## src/rtl/sig_lut_arbiter_pkg.sv

```systemverilog
// Shared constants and helpers for the sigmoid LUT arbiter slice.
package sig_lut_arbiter_pkg;

    // Width of one sigmoid table entry; 1.0 is encoded as 12'h100.
    localparam int unsigned ROM_BITWIDTH = 12;

    // Round-robin successor of idx among n requesters.
    function automatic int unsigned rr_next(input int unsigned idx, input int unsigned n);
        return (idx + 1 >= n) ? 0 : idx + 1;
    endfunction

endpackage

```

## src/rtl/sig_res_fifo.sv

```systemverilog
// Small synchronous result FIFO with first-word fall-through head.
module sig_res_fifo #(
    parameter int unsigned DEPTH = 4,
    parameter int unsigned WIDTH = 14
) (
    input  logic                       clk,
    input  logic                       rst_n,
    input  logic                       i_push,
    input  logic [WIDTH-1:0]           i_din,
    input  logic                       i_pop,
    output logic [WIDTH-1:0]           o_dout,
    output logic                       o_full,
    output logic                       o_empty,
    output logic [$clog2(DEPTH+1)-1:0] o_count
);

    localparam int unsigned AW = $clog2(DEPTH);
    localparam int unsigned CW = $clog2(DEPTH + 1);

    logic [WIDTH-1:0] r_mem [DEPTH];
    logic [AW-1:0]    r_wr_ptr;
    logic [AW-1:0]    r_rd_ptr;
    logic [CW-1:0]    r_count;
    logic             w_do_push;
    logic             w_do_pop;

    assign o_empty   = (r_count == '0);
    assign o_full    = (r_count == CW'(DEPTH));
    assign o_count   = r_count;
    assign w_do_pop  = i_pop & ~o_empty;
    // A pop frees the head slot in the same edge, so a full FIFO may still accept a push.
    assign w_do_push = i_push & (~o_full | w_do_pop);
    // Head is forced to zero while empty so stale entries never show after reset.
    assign o_dout    = o_empty ? '0 : r_mem[r_rd_ptr];

    // Storage write; contents are don't-care until counted valid.
    always_ff @(posedge clk) begin
        if (w_do_push) begin
            r_mem[r_wr_ptr] <= i_din;
        end
    end

    // Pointer and occupancy bookkeeping.
    always_ff @(posedge clk or negedge rst_n) begin
        if (!rst_n) begin
            r_wr_ptr <= '0;
            r_rd_ptr <= '0;
            r_count  <= '0;
        end else begin
            if (w_do_push) begin
                r_wr_ptr <= r_wr_ptr + AW'(1);
            end
            if (w_do_pop) begin
                r_rd_ptr <= r_rd_ptr + AW'(1);
            end
            case ({w_do_push, w_do_pop})
                2'b10:   r_count <= r_count + CW'(1);
                2'b01:   r_count <= r_count - CW'(1);
                default: r_count <= r_count;
            endcase
        end
    end

endmodule

```

## src/rtl/sig_lut_arbiter.sv

```systemverilog
// Round-robin sharing of one sign-folded sigmoid ROM among NUM_REQ requesters,
// with tag tracking through the ROM latency and a credit-guarded result FIFO.
module sig_lut_arbiter
    import sig_lut_arbiter_pkg::*;
#(
    parameter int unsigned NUM_REQ   = 4,
    parameter int unsigned IN_W      = 10,
    parameter int unsigned OUT_W     = ROM_BITWIDTH,
    parameter int unsigned ROM_LAT   = 1,
    parameter int unsigned RES_DEPTH = 4
) (
    input  logic                       clk,
    input  logic                       rst_n,
    input  logic [NUM_REQ-1:0]         req_valid,
    input  logic [NUM_REQ*IN_W-1:0]    req_x,
    output logic [NUM_REQ-1:0]         req_ready,
    output logic [IN_W-1:0]            rom_addr,
    output logic                       rom_sign,
    input  logic [OUT_W-1:0]           rom_data,
    output logic                       res_valid,
    output logic [OUT_W-1:0]           res_data,
    output logic [$clog2(NUM_REQ)-1:0] res_id,
    input  logic                       res_ready,
    output logic                       busy
);

    localparam int unsigned ID_W  = $clog2(NUM_REQ);
    localparam int unsigned CNT_W = $clog2(RES_DEPTH + 1);
    localparam int unsigned FW    = OUT_W + ID_W;
    localparam logic [IN_W-1:0] X_MIN = {1'b1, {(IN_W-1){1'b0}}};

    logic [ID_W-1:0]  r_ptr;
    logic [CNT_W-1:0] r_credit;
    logic [ROM_LAT-1:0] r_tag_v;
    logic [ID_W-1:0]  r_tag_id [ROM_LAT];

    logic             w_found;
    logic [ID_W-1:0]  w_gnt_id;
    logic [ID_W-1:0]  w_cand;
    logic             w_issue;
    logic             w_pop;
    logic [IN_W-1:0]  w_x;
    logic [IN_W-1:0]  w_addr;
    logic             w_fifo_full;
    logic             w_fifo_empty;
    logic [$clog2(RES_DEPTH+1)-1:0] w_fifo_count;
    logic [FW-1:0]    w_fifo_din;
    logic [FW-1:0]    w_fifo_dout;
    logic             w_push;

    // Rotating-priority search: first valid requester at or after r_ptr.
    always_comb begin
        w_found  = 1'b0;
        w_gnt_id = '0;
        w_cand   = '0;
        for (int unsigned off = 0; off < NUM_REQ; off++) begin
            w_cand = ID_W'((32'(r_ptr) + off) % NUM_REQ);
            if (!w_found && req_valid[w_cand]) begin
                w_found  = 1'b1;
                w_gnt_id = w_cand;
            end
        end
    end

    // Held low during reset so no handshake can complete while the block is cleared.
    assign w_issue   = rst_n & w_found & (r_credit != '0);
    assign req_ready = w_issue ? (NUM_REQ'(1) << w_gnt_id) : '0;
    assign w_pop     = res_valid & res_ready;

    // Most-negative input is nudged up by one so the ROM's internal negation stays in range.
    assign w_x    = req_x[32'(w_gnt_id)*IN_W +: IN_W];
    assign w_addr = (w_x == X_MIN) ? (X_MIN + IN_W'(1)) : w_x;

    // Pointer advances past the winner; untouched when nobody is granted.
    always_ff @(posedge clk or negedge rst_n) begin
        if (!rst_n) begin
            r_ptr <= '0;
        end else if (w_issue) begin
            r_ptr <= ID_W'(rr_next(32'(w_gnt_id), NUM_REQ));
        end
    end

    // Credit counts free result slots not yet claimed by in-flight or queued results.
    always_ff @(posedge clk or negedge rst_n) begin
        if (!rst_n) begin
            r_credit <= CNT_W'(RES_DEPTH);
        end else begin
            case ({w_issue, w_pop})
                2'b10:   r_credit <= r_credit - CNT_W'(1);
                2'b01:   r_credit <= r_credit + CNT_W'(1);
                default: r_credit <= r_credit;
            endcase
        end
    end

    // ROM address/sign register, loaded only on an issued request.
    always_ff @(posedge clk or negedge rst_n) begin
        if (!rst_n) begin
            rom_addr <= '0;
            rom_sign <= 1'b0;
        end else if (w_issue) begin
            rom_addr <= w_addr;
            rom_sign <= w_x[IN_W-1];
        end
    end

    // Tag shift register mirrors the ROM pipeline so each result keeps its requester id.
    always_ff @(posedge clk or negedge rst_n) begin
        if (!rst_n) begin
            r_tag_v <= '0;
            for (int unsigned i = 0; i < ROM_LAT; i++) begin
                r_tag_id[i] <= '0;
            end
        end else begin
            r_tag_v[0]  <= w_issue;
            r_tag_id[0] <= w_gnt_id;
            for (int unsigned i = 1; i < ROM_LAT; i++) begin
                r_tag_v[i]  <= r_tag_v[i-1];
                r_tag_id[i] <= r_tag_id[i-1];
            end
        end
    end

    assign w_push     = r_tag_v[ROM_LAT-1] & (~w_fifo_full | w_pop);
    assign w_fifo_din = {rom_data, r_tag_id[ROM_LAT-1]};

    sig_res_fifo #(
        .DEPTH (RES_DEPTH),
        .WIDTH (FW)
    ) u_res_fifo (
        .clk     (clk),
        .rst_n   (rst_n),
        .i_push  (w_push),
        .i_din   (w_fifo_din),
        .i_pop   (w_pop),
        .o_dout  (w_fifo_dout),
        .o_full  (w_fifo_full),
        .o_empty (w_fifo_empty),
        .o_count (w_fifo_count)
    );

    assign res_valid = ~w_fifo_empty;
    assign res_data  = w_fifo_dout[FW-1:ID_W];
    assign res_id    = w_fifo_dout[ID_W-1:0];
    assign busy      = (|r_tag_v) | (w_fifo_count != '0);

endmodule
```

## config.mk

```make
export PLATFORM = sky130hd
export DESIGN_NAME = sig_lut_arbiter
export DESIGN_NICKNAME = d
export VERILOG_FILES = /design/src/rtl/sig_lut_arbiter_pkg.sv /design/src/rtl/sig_res_fifo.sv /design/src/rtl/sig_lut_arbiter.sv
export SDC_FILE = /design/constraint.sdc
export NUM_CORES = 1
export LEC_CHECK = 0
export BUFFER_PORTS_ARGS = -buffer_cell sky130_fd_sc_hd__buf_2
export CAP_MARGIN = 20
export CORE_AREA = 2 2 113 125
export CTS_CLUSTER_SIZE = 24
export DETAILED_ROUTE_END_ITERATION = 10
export DIE_AREA = 0 0 115 127
export GPL_TIMING_DRIVEN = 0
export REMOVE_ABC_BUFFERS = 1
export SKIP_LAST_GASP = 1
export SYNTH_ARGS = -nofsm -noshare
export SYNTH_HDL_FRONTEND = slang
export SYNTH_HIERARCHICAL = 1
export SYNTH_SLANG_ARGS = --single-unit
```

## constraint.sdc

```tcl
create_clock -name clk -period 3.82 [get_ports clk]
set_input_delay 0.382 -clock clk [delete_from_list [all_inputs] [get_ports clk]]
set_output_delay 0.382 -clock clk [all_outputs]
set_load 0.05 [all_outputs]
```

==> results.cfg <==
[placement]
place.gp.congestion = 0.701
hpwlAfterDp_um = 5360
place_area_um2 = 4510
portBuffers = 89

[logic_synthesis]
synth-seq-cells = 82
ys_seq_area_share_pct = 59.5
synth_top_family_by_area = multiplexers
yosys.area.top_type_share_pct = 42.9
synth_flop_cell = edfxtp_1
syn-cell-area_um2 = 3920
synth_area_leaders = edfxtp_1 (43%), dfrtp_1 (16%), mux4_2 (8.0%), mux2i_1 (4.3%), ha_1 (3.2%)
synth_xor_area_share_pct = 2.01
yosys.area_share.simple_pct = 8.90
syn_inst = 262
synthMuxAreaShare_pct = 14.5
synth-edff-count = 56
yosysTopAreaCell = edfxtp_1
synth_compound_area_share_pct = 6.98
ys_async_sr_fraction_pct = 31.7
synthAdderAreaFrac_pct = 4.21
ys.warnings.count = 6
synth_area_per_cell_um2 = 15.0
ys_types = 48

[floorplanning]
die_x_um = 115
ios = 90
die_h_um = 127
core.rowCount = 44
core_area_um2 = 13200
start_util_pct = 29.7
dieArea_um2 = 14600

[critical_path]
crit_end = req_ready[2]
r2r_start = r_ptr[1]
worst_r2r_path_depth = 7
crit_required_ps = 3440
crit_arrival_ps = 2770
r2r_slack_ps = 950
crit_fanout = 23
critPathKind = flip-flop to output pin
crit_path_start_kind = flip-flop
startpoint = r_ptr[1]
rr_endpoint = rom_addr[0]
cp-end-kind = output pin

[final_layout]
area_delta_synth_final_pct = 23.4
final_area_um2 = 4840
fin_nets = 426
final_cell_mix = buf_2 (89), edfxtp_1 (56), dfrtp_1 (25)
final_common_cell = buf_2
insertedDiodeCount = 0
utilization_pct = 36.6
fillers = 1271
layout-drive-gt1-share_pct = 39.4

[power]
vdd.ir_drop.worst_v = 0.000317
cellPowerDensity_nw_per_um2 = 892
leakage_uw = 0.00204

[route]
wl_um = 7840
ant_nets = 0
drtIter0Drc = 69
first_pass_iters = 4
vias_per_cell = 4.64
dr_total_vias = 2417
drc_errors = 0
wl_per_cell_um = 15.0

[global_route]
grt_usage_pct = 11.0
busiest_layer = met2
grt_use_met1_pct = 13.3
grt_max_degree = 28
antenna_found_initial = 0
grt-ovfl-total = 0
met3_usage_pct = 4.08
use_met2_pct = 18.0
grt_pass1_vias = 2439
grt_pass1_wl_um = 12200

[timing]
fmax_mhz = 317
hold_violations = 0
min_period_ps = 3150
setup_viol = 0
slew_viol_final = 0
fin_setup_tns_ps = 0
slew_headroom_pct = 30.8
skew_ps = 6.97
post-route-period-util_pct = 82.5
worst_pin_slew_ps = 1040
rsz0062_at_grt = false

[clock_tree]
clk_pin_slew_ps = 60
cts_tree = yes
numCtsBuffers = 9
cts_resized = 0
cts_max_level = 3
clock_path_buffers = 2
hold_buffers = 0
clock_sinks = 82
clk_latency_ps = 340
root_buffer = clkbuf_16
postCtsSetupBuffers = 0

[flow_run]
maxCapViolCount = 0

[worst_hold_path]
hold_class = primary input to async pin

[run_status]
status = complete, no violations
-- worst min path at each step --
stage	to	slack (ps)	cells past startpoint
2_1_floorplan	r_credit[0]	90	0
3_3_place_gp	rom_addr[4]	440	1
3_5_place_dp	rom_addr[9]	460	1
4_1_cts	rom_addr[4]	110	1
5_1_grt	rom_addr[4]	120	1
6_report	rom_addr[4]	70	1
-- sequential cells by signal (all words and copies together) (netlist names) --
signal and flops:
u_res_fifo/r_rd_ptr 2, u_res_fifo/r_wr_ptr 2, u_res_fifo/o_count 3, r_tag_id 2, u_res_fifo/r_mem 56, rom_addr 10
r_tag_v 1, rom_sign 1, r_credit 3, r_ptr 2
-- final cells by class --
type | instances | area (um^2) | area share [%]
clock buffers | 10 | 229 | 4.73
clock inverters | 6 | 73.8 | 1.52
inverters | 18 | 68.8 | 1.42
multi-input cells | 152 | 1440 | 29.8
flip-flops and latches | 82 | 2330 | 48.2
well taps | 161 | 201 | 4.16
repair buffers | 92 | 492 | 10.2
-- synthesized netlist by cell type, types with 3 or more instances --
cell       n
nand2_1   11
mux2i_1   17
and2_2     4
nor2_1     6
ha_1      10
inv_1     17
nor2b_1   16
o211a_1    4
xnor2_1    3
xor2_1     6
buf_6      3
mux4_2    14
dfrtp_1   25
and2_1     5
mux2_2     6
edfxtp_1  56
o31ai_1    4
nor3b_1    4
o21ai_0    6
a21oi_1    4
or4_1      3
-- metal layers --
metal,up-vias,share of wire (%)
li1,1154,-
met4,0,1.3
met2,100,46
met5,-,0
met3,10,8.2
met1,1153,44
-- where the power goes --
group          switching (uW)  leakage, uW  internal, uW  total (uW)
registers                 176     0.000820          1240        1410
clock network             360     0.000142           516         876
logic                    1310      0.00108           716        2030
total                    1850      0.00204          2470        4320
-- critical path, stage by stage, from the launching register on --
cell and delay (ps):
dfrtp_1 440, nor2b_2 240, a22o_4 180, or2_1 800, inv_1 200, ha_1 240
and2_1 130, buf_2 210
-- kinds of logic after synthesis --
logic type	Yosys count
flip-flops	82
AND/OR/NAND/NOR	58
multiplexers	38
AO/OA/AOI/OAI	35
buffers and inverters	28
adder cells (fa/ha/maj)	12
XOR/XNOR	9
-- per-stage QoR --
step	cells	power [uW]	setup slack (ps)	hold slack, ps
floorplan	252	2950	1010	86.4
global route	521	4570	460	125
CTS	520	4340	621	107
global placement	502	3400	12.3	445
finish	521	4320	667	73.3
detailed placement	504	3450	860	460
Note: power is estimated with default switching activity, not from simulation.
